$ cat src/rtl/cbm2_keyboard.sv
// cbm2_keyboard: PS/2 event queue + paced 16x6 CBM-II key matrix feeding TPI2 port C
//   clk_sys  in   system clock
//   reset    in   synchronous, active-high
//   ps2_key  in   [10] toggle strobe, [9] pressed, [8] extended (E0), [7:0] scancode
//   kbd_out  in   {tpi2_pao, tpi2_pbo}; row r driven when bit r is 0
//   kbd_in   out  to tpi2 pc_in[5:0]; column c reads 0 when pressed in a driven row
//   overflow out  sticky flag: an event was dropped on a full queue
//   CBM2_KBD_GHOST_EN: when defined, the read path emulates one-level ghosting
module cbm2_keyboard #(
  parameter int FIFO_DEPTH  = 4,
  parameter int HOLD_CYCLES = 65536
) (
  input  logic        clk_sys,
  input  logic        reset,
  input  logic [10:0] ps2_key,
  input  logic [15:0] kbd_out,
  output logic [5:0]  kbd_in,
  output logic        overflow
);
  localparam int AW = $clog2(FIFO_DEPTH);
  localparam int CW = $clog2(HOLD_CYCLES) + 1;
  typedef enum logic [1:0] {IDLE, LOOKUP, APPLY, HOLD} state_t;
  state_t state, state_nx;
  logic last_tog;
  logic [9:0] fifo [FIFO_DEPTH];
  logic [AW:0] wr_ptr, rd_ptr;
  logic [9:0] ev;
  logic km_hit, km_press;
  logic [3:0] km_row;
  logic [2:0] km_col;
  logic hit;
  logic [3:0] row;
  logic [2:0] col;
  logic [CW-1:0] cnt;
  logic [15:0][5:0] matrix;
  logic [5:0] dcols, read;
  logic tog, empty, full, pop, push;
  assign tog   = ps2_key[10] ^ last_tog;
  assign empty = wr_ptr == rd_ptr;
  assign full  = (wr_ptr[AW-1:0] == rd_ptr[AW-1:0]) && (wr_ptr[AW] != rd_ptr[AW]);
  assign pop   = (state == IDLE) && !empty;
  // a full queue still accepts the new event when a slot frees up this same cycle
  assign push  = tog && (!full || pop);
  // {ext,code} -> {hit,row,col}; columns 6/7 are never produced
  always_comb begin
    {hit, row, col} = 8'h00;
    case (ev[8:0])
      9'h01C: {hit, row, col} = {1'b1, 4'd4,  3'd2};
      9'h01B: {hit, row, col} = {1'b1, 4'd4,  3'd4};
      9'h029: {hit, row, col} = {1'b1, 4'd15, 3'd4};
      9'h012: {hit, row, col} = {1'b1, 4'd8,  3'd4};
      9'h05A: {hit, row, col} = {1'b1, 4'd6,  3'd5};
      9'h175: {hit, row, col} = {1'b1, 4'd10, 3'd4};
      default: {hit, row, col} = 8'h00;
    endcase
  end
  // dcols: every column holding a pressed key in some driven row
  always_comb begin
    dcols = '0;
    for (int r = 0; r < 16; r++) dcols |= kbd_out[r] ? 6'h00 : matrix[r];
`ifdef CBM2_KBD_GHOST_EN
    read = '0;
    for (int r = 0; r < 16; r++) read |= |(matrix[r] & dcols) ? matrix[r] : 6'h00;
`else
    read = dcols;
`endif
  end
  always_comb begin
    state_nx = state;
    case (state)
      IDLE:    state_nx = empty ? IDLE : LOOKUP;
      LOOKUP:  state_nx = APPLY;
      APPLY:   state_nx = km_hit ? HOLD : IDLE;
      HOLD:    state_nx = cnt == '0 ? IDLE : HOLD;
      default: state_nx = IDLE;
    endcase
  end
  always_ff @(posedge clk_sys) state <= reset ? IDLE : state_nx;
  always_ff @(posedge clk_sys) if (push) fifo[wr_ptr[AW-1:0]] <= ps2_key[9:0];
  always_ff @(posedge clk_sys) begin
    last_tog <= ps2_key[10];
    if (reset) begin
      wr_ptr   <= '0;
      rd_ptr   <= '0;
      overflow <= 1'b0;
      ev       <= '0;
      {km_hit, km_press, km_row, km_col} <= '0;
      cnt      <= '0;
      matrix   <= '0;
      kbd_in   <= 6'h3F;
    end else begin
      if (push) wr_ptr <= wr_ptr + 1'b1;
      if (tog && !push) overflow <= 1'b1;
      if (pop) begin
        ev     <= fifo[rd_ptr[AW-1:0]];
        rd_ptr <= rd_ptr + 1'b1;
      end
      if (state == LOOKUP) {km_hit, km_press, km_row, km_col} <= {hit, ev[9], row, col};
      if (state == APPLY && km_hit) begin
        matrix[km_row][km_col] <= km_press;
        cnt <= CW'(HOLD_CYCLES - 1);
      end
      if (state == HOLD && cnt != '0) cnt <= cnt - 1'b1;
      kbd_in <= ~read;
    end
  end
endmodule
$ cat config.mk
export PLATFORM = sky130hd
export DESIGN_NAME = cbm2_keyboard
export DESIGN_NICKNAME = d
export VERILOG_FILES = /design/src/rtl/cbm2_keyboard.sv
export SDC_FILE = /design/constraint.sdc
export NUM_CORES = 1
export LEC_CHECK = 0
export CORE_ASPECT_RATIO = 0.8
export CORE_MARGIN = 1
export CORE_UTILIZATION = 36
export DETAILED_ROUTE_END_ITERATION = 8
export GPL_TIMING_DRIVEN = 0
export PLACE_DENSITY_LB_ADDON = 0.05
export SYNTH_ARGS = -nofsm -noshare
export SYNTH_HDL_FRONTEND = slang
export SYNTH_SLANG_ARGS = --single-unit
$ cat constraint.sdc
create_clock -name clk_sys -period 4.3 [get_ports clk_sys]
set_input_delay 0.43 -clock clk_sys [delete_from_list [all_inputs] [get_ports clk_sys]]
set_output_delay 0.43 -clock clk_sys [all_outputs]
set_load 0.01 [all_outputs]
Word-level counts from Yosys, hierarchy flattened
Memories as Yosys holds them, arrays and structs flattened. A register that Yosys moved wholly into a read port is not among the register bits.
Index checks and enable logic that the tools add are counted.
{ "word_totals": {"ff_bits": 138, "ram_bits": 40, "input_bits": 29, "mem_count": 1} }
{ "op_classes": {"add_sub_neg": 3, "order_cmp": 4, "eq_ne": 12, "mux": 32, "bitwise_logic": 17, "n_reduce_logical": 19} }
{ "memory_table": {"columns": ["name", "words", "width", "read_ports", "rd_ports_with_merged_regs", "wr", "line", "rtl"], "rows": [
  ["fifo", 4, 10, 1, 1, 1, "25", "logic [9:0] fifo [FIFO_DEPTH];"]
]} }
{ "ops": {"columns": ["op", "count"], "rows": [
  ["6-bit 2-to-1 mux", 17],
  ["96-bit bitwise mux", 1],
  ["6-bit OR", 15],
  ["17-bit 2-to-1 mux", 2],
  ["9-bit by 5-bit == test with 1-bit output (second input constant)", 3],
  ["6-bit demux with 4-bit select", 1],
  ["4-bit one-hot mux with 5 select lines", 1],
  ["17-bit logical NOT", 1],
  ["17-bit nonzero test", 1],
  ["17-bit by 1-bit subtractor with 17-bit output (second input constant)", 1],
  ["9-bit by 6-bit == test with 1-bit output (second input constant)", 1],
  ["9-bit by 7-bit == test with 1-bit output (second input constant)", 1],
  ["9-bit == test (second input constant)", 1],
  ["3-bit one-hot mux with 3 select lines", 1],
  ["1-bit logical AND", 8],
  ["2-bit one-hot mux with 4 select lines", 1],
  ["3-bit by 1-bit adder with 3-bit output (second input constant)", 2],
  ["6-bit inverter", 1],
  ["6-bit OR reduction", 1],
  ["4-bit by 5-bit < comparator with 1-bit output (second input constant)", 1],
  ["1-bit 2-to-1 mux", 5],
  ["2-bit == test (second input constant)", 2],
  ["4-bit by 1-bit greater-or-equal comparator with 1-bit output (second input constant)", 1],
  ["3-bit by 4-bit < comparator with 1-bit output (second input constant)", 1],
  ["14 further kinds", 17]
]} }

Depth between registers and ports, before layout
Gate-level depths: netlist (run 1).
{ "logic_depth": {"ltp_word": 17, "depth_mapped": 8, "ltp_nobuf": 7} }

Least setup slack after synthesis (run 1)
Ideal clock, no wire load.
{ "synth_timing": {"kind": "flip-flop to flip-flop", "start": "reg cnt[0]", "end": "reg cnt[12]", "t_arrival_ns": 1.655, "slack_ns": 2.530, "stages_incl_launch_ff": 9, "path_buffers": 1, "period_less_slack_ns": 1.770, "path_cell_list": "dfxtp_1 > inv_1 > ha_1 > nor4b_2 > nand4_1 > a21oi_2 > buf_4 > o21ba_1 > o21a_1"} }
{ "synth_between": {"elab_chain_len": 3} }
{ "synth_lines": {"columns": ["item", "line", "rtl"], "rows": [
  ["start, declared", "34", "logic [CW-1:0] cnt;"],
  ["start signal, assigned", "101", "cnt <= CW'(HOLD_CYCLES - 1);"],
  ["start signal, assigned", "103", "if (state == HOLD && cnt != '0) cnt <= cnt - 1'b1;"],
  ["parallel branches: the longest is 3 deep, another holds 17-bit by 1-bit subtractor with 17-bit output", null, null]
]} }
Several ways; the timed one is not identified.
A chain may end at the register's enable or synchronous reset.

Worst setup path in the final report (run 1)
{ "layout_timing": {"start": "in kbd_out[5]", "end": "reg kbd_in[0]"} }
{ "layout_between": {"elab_chain_len": 13} }
{ "layout_lines": {"columns": ["item", "line", "rtl"], "rows": [
  ["start, declared", "16", "input logic [15:0] kbd_out,"],
  ["6-bit 2-to-1 mux", "60", "for (int r = 0; r < 16; r++) dcols |= kbd_out[r] ? 6'h00 : matrix[r];"],
  ["6-bit OR (11 in a row)", "60", null],
  ["6-bit inverter", "104", "kbd_in <= ~read;"],
  ["end signal, assigned", "104", null],
  ["end, declared", "17", "output logic [5:0] kbd_in,"]
]} }
No other way between the ends.

==> results of run 1 <==
-- registers in the layout, summed over array words and instances (netlist names), 2 cells and up --
signal  flops
matrix     96
fifo       40
cnt        17
ev         10
kbd_in      6
km_row      4
km_col      3
rd_ptr      3
wr_ptr      3
state       2
-- cell usage after synthesis (3+ instances only) --
cell type and count:
sky130_fd_sc_hd__and3b_1 3, sky130_fd_sc_hd__o21a_1 9, sky130_fd_sc_hd__a221oi_1 12, sky130_fd_sc_hd__and2_1 4, sky130_fd_sc_hd__a221o_1 6, sky130_fd_sc_hd__a22o_1 24, sky130_fd_sc_hd__nand2b_1 4, sky130_fd_sc_hd__or3_1 5
sky130_fd_sc_hd__nor2b_1 7, sky130_fd_sc_hd__inv_1 24, sky130_fd_sc_hd__a211oi_1 8, sky130_fd_sc_hd__mux4_2 10, sky130_fd_sc_hd__nor2_1 132, sky130_fd_sc_hd__a41oi_1 4, sky130_fd_sc_hd__a31o_2 7, sky130_fd_sc_hd__nor4_1 6
sky130_fd_sc_hd__edfxtp_1 40, sky130_fd_sc_hd__mux2i_1 53, sky130_fd_sc_hd__buf_6 4, sky130_fd_sc_hd__a31oi_1 5, sky130_fd_sc_hd__and2_0 3, sky130_fd_sc_hd__ha_1 6, sky130_fd_sc_hd__a2111oi_0 6, sky130_fd_sc_hd__nand3b_1 3
sky130_fd_sc_hd__o21ba_2 3, sky130_fd_sc_hd__or4_1 4, sky130_fd_sc_hd__nand2_1 113, sky130_fd_sc_hd__o21ai_1 15, sky130_fd_sc_hd__nor4_2 4, sky130_fd_sc_hd__nor3_2 6, sky130_fd_sc_hd__o21ai_0 39, sky130_fd_sc_hd__clkbuf_1 48
sky130_fd_sc_hd__dfxtp_1 148, sky130_fd_sc_hd__buf_2 8, sky130_fd_sc_hd__and3_1 4, sky130_fd_sc_hd__xnor2_1 8, sky130_fd_sc_hd__nor3_1 19, sky130_fd_sc_hd__a21oi_1 68, sky130_fd_sc_hd__nor3b_1 4, sky130_fd_sc_hd__nand4_1 4
-- worst paths after layout --
path	to	slack, ps	depth (start not counted)
worst max-delay path	kbd_in[0]	1750	6
worst min-delay path	overflow	470	2
worst max register to register	matrix[0]	2070	6
worst min register to register	overflow	470	2
-- critical path, stage by stage --
cell,delay [ps]
sky130_fd_sc_hd__clkdlybuf4s50_1,460
sky130_fd_sc_hd__inv_1,190
sky130_fd_sc_hd__a22o_1,290
sky130_fd_sc_hd__a221o_1,260
sky130_fd_sc_hd__a2111oi_0,1010
sky130_fd_sc_hd__a31o_2,290
-- placed cells by master (no fill, tap or decap), types with 5 or more instances in the layout --
cell type / n
sky130_fd_sc_hd__dfxtp_1: 148
sky130_fd_sc_hd__nor2_1: 132
sky130_fd_sc_hd__nand2_1: 113
sky130_fd_sc_hd__a21oi_1: 68
sky130_fd_sc_hd__mux2i_1: 53
sky130_fd_sc_hd__clkbuf_1: 48
sky130_fd_sc_hd__edfxtp_1: 40
sky130_fd_sc_hd__o21ai_0: 39
sky130_fd_sc_hd__clkdlybuf4s50_1: 34
sky130_fd_sc_hd__inv_1: 24
sky130_fd_sc_hd__a22o_1: 24
sky130_fd_sc_hd__nor3_1: 19
sky130_fd_sc_hd__clkbuf_16: 17
sky130_fd_sc_hd__o21ai_1: 15
sky130_fd_sc_hd__a221oi_1: 12
sky130_fd_sc_hd__mux4_2: 10
sky130_fd_sc_hd__o21a_1: 9
sky130_fd_sc_hd__xnor2_1: 8
sky130_fd_sc_hd__buf_2: 8
sky130_fd_sc_hd__a211oi_1: 8
sky130_fd_sc_hd__a31o_2: 7
sky130_fd_sc_hd__nor2b_1: 7
sky130_fd_sc_hd__nor3_2: 6
sky130_fd_sc_hd__nor4_1: 6
sky130_fd_sc_hd__a221o_1: 6
sky130_fd_sc_hd__a2111oi_0: 6
sky130_fd_sc_hd__ha_1: 6
sky130_fd_sc_hd__a31oi_1: 5
sky130_fd_sc_hd__or3_1: 5
sky130_fd_sc_hd__inv_6: 5
-- power breakdown --
part / switching, mW / total, mW / internal [mW]
sequential: 0.155 / 2.09 / 1.94
clock: 0.815 / 1.72 / 0.903
combinational: 0.694 / 1.14 / 0.446
-- area by class of cell --
class	count	area (um^2)	share of cell area, %
Buffer	61	272.8	2.768
Timing Repair Buffer	34	340.3	3.454
Clock buffer	17	425.4	4.317
Multi-Input combinational cell	632	3963	40.22
Inverter	25	93.84	0.9524
Tap cell	306	382.9	3.886
Clock inverter	15	211.5	2.146
Sequential cell	188	4164	42.26
-- routing by layer --
metal,vias to the layer above,part of all wire (%),GRT usage (%)
li1,3330,-,-
met3,21,5.4,3.607
met5,-,0,0
met2,171,39,27.45
met4,0,0.98,5.679
met1,3274,55,35.16
-- per-stage QoR --
step                      hold slack (ps)  util, %
after floorplan                     431.6        -
after global placement              458.4    40.41
final                               468.5    43.20
after global routing                481.7    43.20
after CTS                           471.2    43.20
after detailed placement            453.4    40.41
-- kinds of logic (layout without fill, tap and decap cells) --
family,Yosys count,count (layout),synth area share [%]
mux,63,63,8.898
xor+xnor,10,10,1.031
fa+ha+maj,6,6,0.8839
flops,188,188,49.03
compound gates,211,211,16.28
simple gates,342,342,19.56
buf+inv,86,152,4.316
==> results.cfg, run 1 <==
[die]
floorplan.die_area_um2 = 24210
design.portCount = 36
die_wd_um = 173.7
rows = 49
floorplan.initialDensity_pct = 37.24
core_area_um2 = 22810
floorplan.die.height_um = 139.4

[global_route]
vias_in_the_first_global_route = 6163
grt.total_usage_pct = 21.32
global_route.overflow_total = 0
antenna_found_initial = 0
global_route_wire_length_before_repair_um = 38610
grt_max_degree = 21

[yosys]
ys_ff_latch = 188
ys.warnings.count = 0
synthesis.nets = 941
synth.area.top_cells = sky130_fd_sc_hd__dfxtp_1 35%, sky130_fd_sc_hd__edfxtp_1 14%, sky130_fd_sc_hd__mux2i_1 6.2%
proportion_of_synthesized_flip_flops_having_asynchronous_set_or_reset_pct = 0
synthFlopType = sky130_fd_sc_hd__dfxtp_1
synth_area_um2 = 8493
yosysUniqueCellTypes = 61
synthesis.area_per_instance_um2 = 9.374
synth.largest_area_cell = sky130_fd_sc_hd__dfxtp_1
synth_seq_area_share_pct = 49.03
synth_top_cell_area_share_pct = 34.89
synth_cells = 906
synth_enable_flop_cells = 40

[critical_path]
timing.rr.start = km_col[2]
timing.critical_path.arrival_ps = 2930
critical_path_type = input port to flip-flop
timing.critical_path.from = kbd_out[5]
worst-path-max-fanout = 6
start_kind = input port
end_kind = flip-flop
critical_path_required_ps = 4690

[run]
maxCapViolCount = 0

[clocking]
cts_repair_resize_count = 0
clock_tree.htree_level_count = 4
cts_post_setup_buffers_inserted = 0
clock_pin_slew_worst_setup_and_hold_paths_ps = 80
cts.sink_count = 188
clock_tree_from_tritoncts = yes
cts_root_buffer = sky130_fd_sc_hd__clkbuf_16
holdBufCountCts = 0
clk_latency_ps = 450
tritoncts.num_buffers = 17
largest_buffer_count_on_any_clock_path = 2

[layout]
final.fill_count = 2272
final_cell_area_um2 = 9853
layout_nets = 994
num_antenna_cells = 0
syn2layout_area_growth_pct = 16.01
drive_gt1_share_pct = 9.259
final_cells = 1278

[min_path]
hold_path_class = flip-flop to flip-flop
worst_min_path_start = overflow

[place]
globalplace.congestion = 0.8281
placed_cell_area_um2 = 9216
dpl.hpwl_um = 18190
place.detailed.instances = 1246
place_ws_ps = 1350
buffer_ports.inserted = 34

[timing]
rsz0062_at_grt = false
fin_crit_sh_pct = 59.20
worst_pin_slew_ps = 1209
setup_viol = 0
maxSlewViolCount = 0
finalHoldViolations = 0
achievable-frequency_mhz = 392.8
max-slew-margin-rel_pct = 17.29
timing.final.ws_setup_ps = 1754
final.min_clock_period_ps = 2546
totalNegativeSetupSlack_ps = 0
finClkSkew_ps = 16.01

[power]
power-per-cell-area_nw_per_um2 = 502.7
peakVddDrop_mv = 0.2599
power.leakage_nw = 3.600
design_power_total_mw = 4.953

[status]
outcome = finished, final reports clean

[routing]
finalWirelength_um = 25320
drc = 0
drt_first_pass_iters = 5
avgRoutedWirePerCell_um = 19.81
drt_iter0_markers = 522
dr_total_vias = 6796
viasPerCell = 5.318
route.antenna.remaining_nets = 0
Note: power is estimated with default switching activity, not from simulation.
==> run 2, diff against run 1 <==
clock period = 2.3 ns   (was 4.3 ns; I/O delays follow)
==> run 2 against run 1 <==
  * Combinational power up 87%
  * Global-route usage did not move
  * Clock power rose by 87%
  * Wire length about the same
  * Critical path depth decreased by 3
==> results.cfg, run 2 (synthesized netlist as in run 1, its figures left out) <==
[status]
outcome = finished, final reports clean

[timing]
worst_pin_slew_ps = 1167
achievable-frequency_mhz = 469.0
setup_viol = 0
max-slew-margin-rel_pct = 21.63
finalHoldViolations = 0
final.min_clock_period_ps = 2132
finClkSkew_ps = 15.90
rsz0062_at_grt = false
fin_crit_sh_pct = 92.71
maxSlewViolCount = 0

[die]
rows = 49
core_area_um2 = 22810
design.portCount = 36
floorplan.die_area_um2 = 24210
floorplan.initialDensity_pct = 37.24
floorplan.die.height_um = 139.4
die_wd_um = 173.7

[power]
design_power_total_mw = 9.273
power.leakage_nw = 3.611
power-per-cell-area_nw_per_um2 = 940.3
peakVddDrop_mv = 0.4844

[min_path]
hold_path_class = input port to flip-flop

[routing]
dr_total_vias = 6798
drt_first_pass_iters = 5
drc = 0
route.antenna.remaining_nets = 0
avgRoutedWirePerCell_um = 19.83
viasPerCell = 5.319
drt_iter0_markers = 559
finalWirelength_um = 25340

[layout]
syn2layout_area_growth_pct = 16.12
drive_gt1_share_pct = 9.568
commonest_cells_after_routing_fill_and_taps_aside = 148 x sky130_fd_sc_hd__dfxtp_1, 132 x sky130_fd_sc_hd__nor2_1, 113 x sky130_fd_sc_hd__nand2_1, 68 x sky130_fd_sc_hd__a21oi_1, 53 x sky130_fd_sc_hd__mux2i_1
multi_input_comb_area_um2 = 3969
mostFrequentLayoutCell = sky130_fd_sc_hd__dfxtp_1
layout_nets = 994
final_cell_area_um2 = 9862
largest_register = matrix
number_of_flip_flops_under_the_largest_register_name = 96
final_core_util_pct = 43.24
seqCellArea_um2 = 4164
num_antenna_cells = 0
final.fill_count = 2271

[global_route]
vias_in_the_first_global_route = 6163
grt.total_usage_pct = 21.32
global_route.overflow_total = 0
antenna_found_initial = 0
global_route_wire_length_before_repair_um = 38610
grt_max_degree = 21

[critical_path]
critical_path_type = flip-flop to flip-flop
start_kind = flip-flop
end_kind = flip-flop
timing.critical_path.arrival_ps = 2210
worst-path-max-fanout = 11
critical_path_required_ps = 2380

[clocking]
largest_buffer_count_on_any_clock_path = 2
cts.sink_count = 188
clock_tree_from_tritoncts = yes
tritoncts.num_buffers = 17
cts_post_setup_buffers_inserted = 0
clk_latency_ps = 450
holdBufCountCts = 0
clock_pin_slew_worst_setup_and_hold_paths_ps = 80
clock_tree.htree_level_count = 4
cts_root_buffer = sky130_fd_sc_hd__clkbuf_16

[run]
maxCapViolCount = 0

[place]
dpl.hpwl_um = 18190
placed_cell_area_um2 = 9216
globalplace.congestion = 0.8281
buffer_ports.inserted = 34
## run 2: layer usage
layer / GRT usage [%] / vias to the layer above / wire length [um] / part of all wire (%)
met5: 0 / - / 0 / 0
met4: 5.679 / 0 / 226 / 0.89
met3: 3.607 / 20 / 1391 / 5.5
met2: 27.45 / 171 / 9731 / 38
met1: 35.16 / 3276 / 13990 / 55
li1: - / 3331 / - / -
## run 2: layout make-up
cell class / instances / share of cell area (%)
buffer: 61 / 2.791
sequential: 188 / 42.22
clock inverter: 15 / 2.144
multi-input combinational: 632 / 40.24
timing repair buffer: 34 / 3.451
inverter: 25 / 0.9515
clock buffer: 17 / 4.314
tap: 306 / 3.882
## run 2: what timing repair did
| item | in CTS | in global routing |
|---|---|---|
| gates resized for setup | 1 | 5 |
| pin swaps | 0 | 1 |
| endpoints found under the setup margin | 1 | 17 |
## run 2: critical path, stage by stage, from the launching register on
cell	delay, ps
sky130_fd_sc_hd__dfxtp_1	420
sky130_fd_sc_hd__or2_2	400
sky130_fd_sc_hd__a41oi_2	350
sky130_fd_sc_hd__and2_1	600
## run 2: metrics by stage
step	TNS [ps]	worst slack [ps]	hold WS, ps	cells
2_1_floorplan	0	530.3	257.7	906
3_3_place_gp	-806.2	-514.6	458.4	1246
3_5_place_dp	-681.1	-449.7	453.4	1246
4_1_cts	0	47.75	271.2	1278
5_1_grt	0	12.47	281.7	1278
6_report	0	167.6	295.6	1278
## run 2: final timing paths
path,startpoint,end,slack (ps),cells past startpoint
hold reg to reg,overflow,overflow,470,2
setup / recovery,state[1],fifo[3][6],170,3
setup reg to reg,state[1],fifo[3][6],170,3
hold / removal,ps2_key[10],last_tog,300,1
## run 2: power breakdown
group          internal [mW]  total, mW  leakage [nW]  switching, mW
clock network           1.69       3.22         0.311           1.53
logic                  0.838       2.13          1.74           1.30
registers               3.63       3.92          1.56          0.289
total                   6.15       9.27          3.61           3.12
